==> src/rtl/cpu_defs_pkg.sv <==
// Shared CPU definitions for the execute stage.
// Holds the result-class (alusel) and operation (aluop) encodings, the
// divider state enum and a small magnitude helper used by the divider.
package cpu_defs_pkg;

  localparam int DATA_W = 32;

  // Result class select
  localparam logic [2:0] ALUSEL_NOP   = 3'b000;
  localparam logic [2:0] ALUSEL_LOGIC = 3'b001;
  localparam logic [2:0] ALUSEL_SHIFT = 3'b010;
  localparam logic [2:0] ALUSEL_ARITH = 3'b100;

  // Operation codes
  localparam logic [7:0] ALUOP_NOP  = 8'b0000_0000;
  localparam logic [7:0] ALUOP_AND  = 8'b0010_0100;
  localparam logic [7:0] ALUOP_OR   = 8'b0010_0101;
  localparam logic [7:0] ALUOP_XOR  = 8'b0010_0110;
  localparam logic [7:0] ALUOP_NOR  = 8'b0010_0111;
  localparam logic [7:0] ALUOP_SLL  = 8'b0111_1100;
  localparam logic [7:0] ALUOP_SRL  = 8'b0000_0010;
  localparam logic [7:0] ALUOP_SRA  = 8'b0000_0011;
  localparam logic [7:0] ALUOP_ADDU = 8'b0010_0001;
  localparam logic [7:0] ALUOP_SUBU = 8'b0010_0011;
  localparam logic [7:0] ALUOP_SLT  = 8'b0010_1010;
  localparam logic [7:0] ALUOP_SLTU = 8'b0010_1011;
  localparam logic [7:0] ALUOP_DIV  = 8'b0001_1010;
  localparam logic [7:0] ALUOP_DIVU = 8'b0001_1011;

  // Divider FSM states
  typedef enum logic [1:0] {
    DIV_IDLE    = 2'b00,
    DIV_BY_ZERO = 2'b01,
    DIV_ON      = 2'b10,
    DIV_END     = 2'b11
  } div_state_t;

  // Absolute value of a two's complement word when is_signed is set,
  // otherwise the word itself. 0x80000000 maps to itself, which is the
  // correct unsigned magnitude 2^31.
  function automatic logic [DATA_W-1:0] mag(input logic [DATA_W-1:0] v,
                                            input logic is_signed);
    return (is_signed && v[DATA_W-1]) ? (~v + 32'd1) : v;
  endfunction

endpackage

==> src/rtl/ex_div.sv <==
// Multi-cycle restoring divider for the execute stage (built when EX_DIV_EN
// is defined).
// Ports:
//   clk, rst        clock, asynchronous active-low reset
//   start           a DIV/DIVU instruction sits in EX
//   signed_op       1 = DIV (signed), 0 = DIVU
//   opdata1/2       dividend / divisor, latched on the start cycle
//   cancel          flush: return to IDLE on the next edge, suppress ready
//   result          {remainder, quotient}; zero unless ready
//   ready           high during the single END cycle
//   state           current FSM state (debug / stall generation)
module ex_div
  import cpu_defs_pkg::*;
(
  input  logic              clk,
  input  logic              rst,
  input  logic              start,
  input  logic              signed_op,
  input  logic [DATA_W-1:0] opdata1,
  input  logic [DATA_W-1:0] opdata2,
  input  logic              cancel,
  output logic [63:0]       result,
  output logic              ready,
  output div_state_t        state
);

  div_state_t        state_q;
  logic [5:0]        cnt;
  logic [DATA_W-1:0] divisor;
  logic [DATA_W-1:0] rem;
  logic [DATA_W-1:0] quo;
  logic              neg_q;
  logic              neg_r;

  // One restoring step: shift the next dividend bit into the partial
  // remainder and subtract the divisor if it fits. The partial remainder is
  // always below the divisor, so the 33-bit shifted value is below twice
  // the divisor and bit 32 of the difference is a clean borrow flag.
  logic [DATA_W:0]   shifted;
  logic [DATA_W:0]   diff;
  logic [DATA_W-1:0] step_rem;
  logic [DATA_W-1:0] step_quo;

  always_comb begin
    shifted  = {rem, quo[DATA_W-1]};
    diff     = shifted - {1'b0, divisor};
    step_rem = shifted[DATA_W-1:0];
    step_quo = {quo[DATA_W-2:0], 1'b0};
    if (!diff[DATA_W]) begin
      step_rem = diff[DATA_W-1:0];
      step_quo = {quo[DATA_W-2:0], 1'b1};
    end
  end

  always_ff @(posedge clk or negedge rst) begin
    if (!rst) begin
      state_q <= DIV_IDLE;
      cnt     <= '0;
      divisor <= '0;
      rem     <= '0;
      quo     <= '0;
      neg_q   <= 1'b0;
      neg_r   <= 1'b0;
    end else if (cancel) begin
      state_q <= DIV_IDLE;
    end else begin
      case (state_q)
        DIV_IDLE: begin
          if (start) begin
            neg_q   <= signed_op & (opdata1[DATA_W-1] ^ opdata2[DATA_W-1]);
            neg_r   <= signed_op & opdata1[DATA_W-1];
            divisor <= mag(opdata2, signed_op);
            quo     <= mag(opdata1, signed_op);
            rem     <= '0;
            cnt     <= '0;
            state_q <= (opdata2 == '0) ? DIV_BY_ZERO : DIV_ON;
          end
        end
        DIV_BY_ZERO: begin
          rem     <= '0;
          quo     <= '0;
          state_q <= DIV_END;
        end
        DIV_ON: begin
          cnt <= cnt + 6'd1;
          if (cnt == 6'd31) begin
            // Last step: apply the sign fix-up while storing the result.
            quo     <= neg_q ? (~step_quo + 32'd1) : step_quo;
            rem     <= neg_r ? (~step_rem + 32'd1) : step_rem;
            state_q <= DIV_END;
          end else begin
            quo <= step_quo;
            rem <= step_rem;
          end
        end
        DIV_END: begin
          // Always leave END so the same instruction cannot restart.
          state_q <= DIV_IDLE;
        end
        default: state_q <= DIV_IDLE;
      endcase
    end
  end

  assign state  = state_q;
  assign ready  = (state_q == DIV_END) && !cancel;
  assign result = ready ? {rem, quo} : 64'd0;

endmodule

==> src/rtl/ex_stage.sv <==
// Pipeline execute stage: single-cycle logic/shift/arithmetic results plus
// an optional multi-cycle DIV/DIVU unit writing HI/LO.
// Configuration macro: EX_DIV_EN. When undefined no divider is built and
// DIV/DIVU behave as undefined ops (no stall, no HI/LO write).
// Ports:
//   clk, rst                    clock, asynchronous active-low reset
//   ex_reg1/ex_reg2             source operands
//   ex_wd/ex_wreg               destination index / write enable
//   ex_alusel/ex_aluop          result class / operation
//   cancel                      pipeline flush
//   wd_o/wreg_o/wdata_o         to EX/MEM
//   whilo_o/hi_o/lo_o           HI/LO write strobe, remainder, quotient
//   stallreq                    hold IF/ID/EX while a divide runs
// Divider handshake: stallreq is high from the cycle a divide is seen in
// IDLE until the END cycle; whilo_o is high only in END and is the
// completion strobe; cancel drops both in the same cycle.
module ex_stage
  import cpu_defs_pkg::*;
#(
  parameter int DATA_W = 32
) (
  input  logic              clk,
  input  logic              rst,
  input  logic [DATA_W-1:0] ex_reg1,
  input  logic [DATA_W-1:0] ex_reg2,
  input  logic [4:0]        ex_wd,
  input  logic              ex_wreg,
  input  logic [2:0]        ex_alusel,
  input  logic [7:0]        ex_aluop,
  input  logic              cancel,
  output logic [4:0]        wd_o,
  output logic              wreg_o,
  output logic [DATA_W-1:0] wdata_o,
  output logic              whilo_o,
  output logic [DATA_W-1:0] hi_o,
  output logic [DATA_W-1:0] lo_o,
  output logic              stallreq
);

  logic [DATA_W-1:0] alu_res;
  logic [4:0]        sh;

  assign sh = ex_reg1[4:0];

  always_comb begin
    alu_res = '0;
    case (ex_alusel)
      ALUSEL_LOGIC: begin
        case (ex_aluop)
          ALUOP_OR:  alu_res = ex_reg1 | ex_reg2;
          ALUOP_AND: alu_res = ex_reg1 & ex_reg2;
          ALUOP_XOR: alu_res = ex_reg1 ^ ex_reg2;
          ALUOP_NOR: alu_res = ~(ex_reg1 | ex_reg2);
          default:   alu_res = '0;
        endcase
      end
      ALUSEL_SHIFT: begin
        case (ex_aluop)
          ALUOP_SLL: alu_res = ex_reg2 << sh;
          ALUOP_SRL: alu_res = ex_reg2 >> sh;
          ALUOP_SRA: alu_res = $unsigned($signed(ex_reg2) >>> sh);
          default:   alu_res = '0;
        endcase
      end
      ALUSEL_ARITH: begin
        case (ex_aluop)
          ALUOP_ADDU: alu_res = ex_reg1 + ex_reg2;
          ALUOP_SUBU: alu_res = ex_reg1 - ex_reg2;
          ALUOP_SLT:  alu_res = {31'd0, $signed(ex_reg1) < $signed(ex_reg2)};
          ALUOP_SLTU: alu_res = {31'd0, ex_reg1 < ex_reg2};
          default:    alu_res = '0;
        endcase
      end
      default: alu_res = '0;
    endcase
  end

  // Pass-through outputs are forced low while reset is held.
  assign wd_o    = rst ? ex_wd   : 5'd0;
  assign wreg_o  = rst ? ex_wreg : 1'b0;
  assign wdata_o = rst ? alu_res : '0;

`ifdef EX_DIV_EN
  logic       div_start;
  logic       div_signed;
  logic [63:0] div_result;
  logic       div_ready;
  div_state_t div_state;

  assign div_start  = rst && ((ex_aluop == ALUOP_DIV) || (ex_aluop == ALUOP_DIVU));
  assign div_signed = (ex_aluop == ALUOP_DIV);

  ex_div u_div (
    .clk       (clk),
    .rst       (rst),
    .start     (div_start),
    .signed_op (div_signed),
    .opdata1   (ex_reg1),
    .opdata2   (ex_reg2),
    .cancel    (cancel),
    .result    (div_result),
    .ready     (div_ready),
    .state     (div_state)
  );

  assign stallreq = !cancel && ((div_state == DIV_ON) ||
                                (div_state == DIV_BY_ZERO) ||
                                ((div_state == DIV_IDLE) && div_start));
  assign whilo_o  = div_ready;
  assign hi_o     = div_result[63:32];
  assign lo_o     = div_result[31:0];
`else
  // Without the divider the clock and flush have no consumer.
  logic unused_nodiv;
  assign unused_nodiv = clk ^ cancel;

  assign stallreq = 1'b0;
  assign whilo_o  = 1'b0;
  assign hi_o     = '0;
  assign lo_o     = '0;
`endif

endmodule

==> config.mk <==
export PLATFORM = sky130hd
export DESIGN_NAME = ex_stage
export DESIGN_NICKNAME = d
export VERILOG_FILES = /design/src/rtl/cpu_defs_pkg.sv /design/src/rtl/ex_div.sv /design/src/rtl/ex_stage.sv
export SDC_FILE = /design/constraint.sdc
export NUM_CORES = 1
export LEC_CHECK = 0
export CORE_MARGIN = 5
export CORE_UTILIZATION = 61
export DETAILED_ROUTE_END_ITERATION = 7
export DONT_BUFFER_PORTS = 1
export PLACE_DENSITY_LB_ADDON = 0.15
export SLEW_MARGIN = 20
export SYNTH_ARGS = -nofsm -noshare
export SYNTH_HDL_FRONTEND = slang
export SYNTH_SLANG_ARGS = --single-unit
==> constraint.sdc <==
create_clock -name vclk -period 6.49
set_input_delay 1.298 -clock vclk [all_inputs]
set_output_delay 1.298 -clock vclk [all_outputs]
set_load 0.01 [all_outputs]
==> metrics.md <==
| Metric | Value |
|---|---|
| Status | complete, no violations |
| Detailed Route Iter0 Violations | 1405 |
| Peak supply drop | ~47 µV |
| Clk pwr share | 0% |
| Total Routing Usage GR | a little over a third |
| Multi-input gate area | 8468 µm² |
| Post-Route WL | around 36 mm |
| Final period util | 89.28% |
| PortBufs | 0 |
| Comb pwr share | 100.0% |
| CP top delay family | compound AO/OA/AOI/OAI gates |
| Final Cell Area | between 9000 and 10000 µm² |
| Setup bufs post-CTS | 0 |
| RSZ-0062 raised after global routing | no |
| Switching Share | roughly 60% |
| Crit Path Max Fanout | 89 |
| Post-Place Worst Slack | approximately 0.82 ns |
| Area grow syn2layout | -3.377% |
| Critical path class | in2out |
| Worst path slowest cell | o311ai_0 |
| Hold path depth | 1 |
| Placed Area | just over 9000 µm² |
| Largest net degree at the start of global routing | 106 |
| Tmin final | between 5 and 6 ns |
| Buf/Inv on CP | 1 |
| Seq Cell Count | 0 |
| Synthesized area | approximately 9500 µm² |
| Power Density | approximately 74 nW/µm² |
| Vias per cell | about 6.8 |
| Global route total overflow | 0 |
| # nets final | around 1600 |
| Yosys Warn Count | 0 |
| Synth area leaders | ha_1, mux2i_1, a21oi_1 |
| Hold buffers post-CTS | 0 |
| Flop pwr share | 0% |
| GP Congestion | around 1 |
| Initial antenna violation count | 2 |
| DIE AREA | about 18000 µm² |
| Int Power | roughly 0.00027 W |
| Share of cells above drive strength 1 | under 10% |
| Number of global-route vias before repair | 9292 |
| # clk buffers | 0 |
| Core area | approximately 15000 µm² |
| Max-slew violation count | 0 |
| Synth top area share | a little over an eighth |
| Mapped Avg Cell Area | between 6 and 7 µm² |
| Die Ht | roughly 130 µm |
| DR DRC count | 0 |
| WL per Instance | between 20 and 25 µm |
| Leak | slightly below 4 nW |
| Netlist cell types | 70 |
| Max Cap Viol | 0 |
| Critical path endpoint category | output pin |
| Sequential-to-total area share from yosys stat | 0% |
| Fin Hold WS | roughly 2.7 ns |
| Psw | around 0.00042 W |
| Critical Path RT | 5.19 ns |
| Starting density of the core | between 60% and 70% |
| Max Freq | between 150 and 200 MHz |
| Hold Crit Class | in2out |
| Worst slew pin tran | approximately 1 ns |
| Post-synth top area cell | ha_1 |
| First-pass GRT wire length | roughly 53 mm |
| Die Wd | around 130 µm |
| Detail Placement HPWL | around 27 mm |
| Post_cts resized | 0 |
| Ant diodes | 0 |
| Fin. Hold Viols | 0 |
| Final Total Pwr | ~0.00068 W |
| 1st-pass router iterations | 8 |
| Final WS setup | 0.6955 ns |
| IO Count | approximately 190 |
| CP cell instances | inv_1, ha_1, nor2_1, o311ai_0, a31oi_1, a21oi_1, a21oi_1, a41oi_1, a21oi_1, xnor2_1, nand2_1, a21oi_1 |
| Total Neg Setup Slack | 0 ns |
| Slew headroom | about a third |
| Detail Route Antenna Nets | 0 |
| Worst Hold Launch | rst |
| Via Count | 10690 |
| Mapped Cells | between 1000 and 1500 |
| Setup Viol. Count Final | 0 |
| Worst hold path endpoint | wd_o[2] |
| Reg area | 0 µm² |
| Std cell rows | 45 |
| Largest stage delay, worst path | ~0.76 ns |
| Worst Setup Start Kind | input pin |
| CP dominant cell by count | a21oi_1 |
| WP data arrival | about 4.5 ns |
| # fillers | about 1600 |
==> worst max-delay path by stage <==
stage | from | to | slack (ns) | cells past startpoint
floorplan | ex_reg1[2] | wdata_o[25] | 0.47 | 15
global placement | ex_reg1[0] | wdata_o[22] | 0.76 | 14
detailed placement | ex_reg1[0] | wdata_o[30] | 0.82 | 14
CTS | ex_reg1[0] | wdata_o[30] | 0.81 | 14
global route | ex_reg1[0] | wdata_o[27] | 0.48 | 12
finish | ex_reg1[0] | wdata_o[27] | 0.70 | 12
==> synth_stat cells, types with 9 or more instances <==
| master | number |
|---|---|
| nand2_1 | 148 |
| a21oi_1 | 144 |
| nor2_1 | 143 |
| o21ai_0 | 127 |
| ha_1 | 99 |
| inv_1 | 95 |
| mux2i_1 | 89 |
| clkbuf_1 | 83 |
| buf_4 | 67 |
| xnor2_1 | 59 |
| a211oi_1 | 26 |
| nor3_1 | 25 |
| o211ai_1 | 25 |
| nand2b_1 | 21 |
| nand3_1 | 20 |
| a21o_1 | 18 |
| a221oi_1 | 18 |
| mux2_2 | 18 |
| a31oi_1 | 16 |
| mux4_2 | 16 |
| buf_1 | 15 |
| buf_2 | 14 |
| nor2b_1 | 13 |
| or3_1 | 13 |
| o31ai_1 | 11 |
| nor4_1 | 10 |
| and2_1 | 9 |
| nand4_1 | 9 |
==> layout by cell type, fill, tap and decap left out, types with 21 or more instances in the layout <==
master / instances
xnor2_1: 59
nand2b_1: 21
mux2i_1: 89
a21oi_1: 144
inv_1: 94
o21ai_0: 127
ha_1: 99
o211ai_1: 25
nand2_1: 148
conb_1: 66
nor3_1: 24
a211oi_1: 26
nor2_1: 143
==> per-stage QoR <==
stage / util (%) / std cells
floorplan: - / 1537
detailed placement: 60.30 / 1582
CTS: 60.30 / 1582
global placement: 60.30 / 1582
finish: 60.30 / 1582
global route: 60.30 / 1582
==> power by group through the flow <==
stage | logic (W) | clock network [W] | registers [W]
final | 0.000684 | 0 | 0
after global routing | 0.000742 | 0 | 0
after CTS | 0.000664 | 0 | 0
after detailed placement | 0.000659 | 0 | 0
after global placement | 0.000656 | 0 | 0
after floorplan | 0.000588 | 0 | 0
==> metal layers <==
metal,GRT usage [%],share of wire (%)
met1,47.28,39
met5,0,0.073
met3,9.352,13
met2,56.70,43
met4,15.62,5.9
==> kinds of logic after synthesis <==
| kind of cell | Yosys count | synth area share, % |
|---|---|---|
| xor+xnor | 63 | 5.794 |
| other cells | 1 | 0.03938 |
| mux | 123 | 15.27 |
| compound gates | 475 | 31.27 |
| simple gates | 432 | 20.38 |
| buf+inv | 277 | 13.82 |
| fa+ha+maj | 101 | 13.43 |
==> cell type report <==
class | instances | area share [%]
Tap cell | 211 | 2.869
Inverter | 97 | 3.957
Multi-Input combinational cell | 1260 | 92.03
Timing Repair Buffer | 14 | 1.142
(Power assumes the default switching activity.)
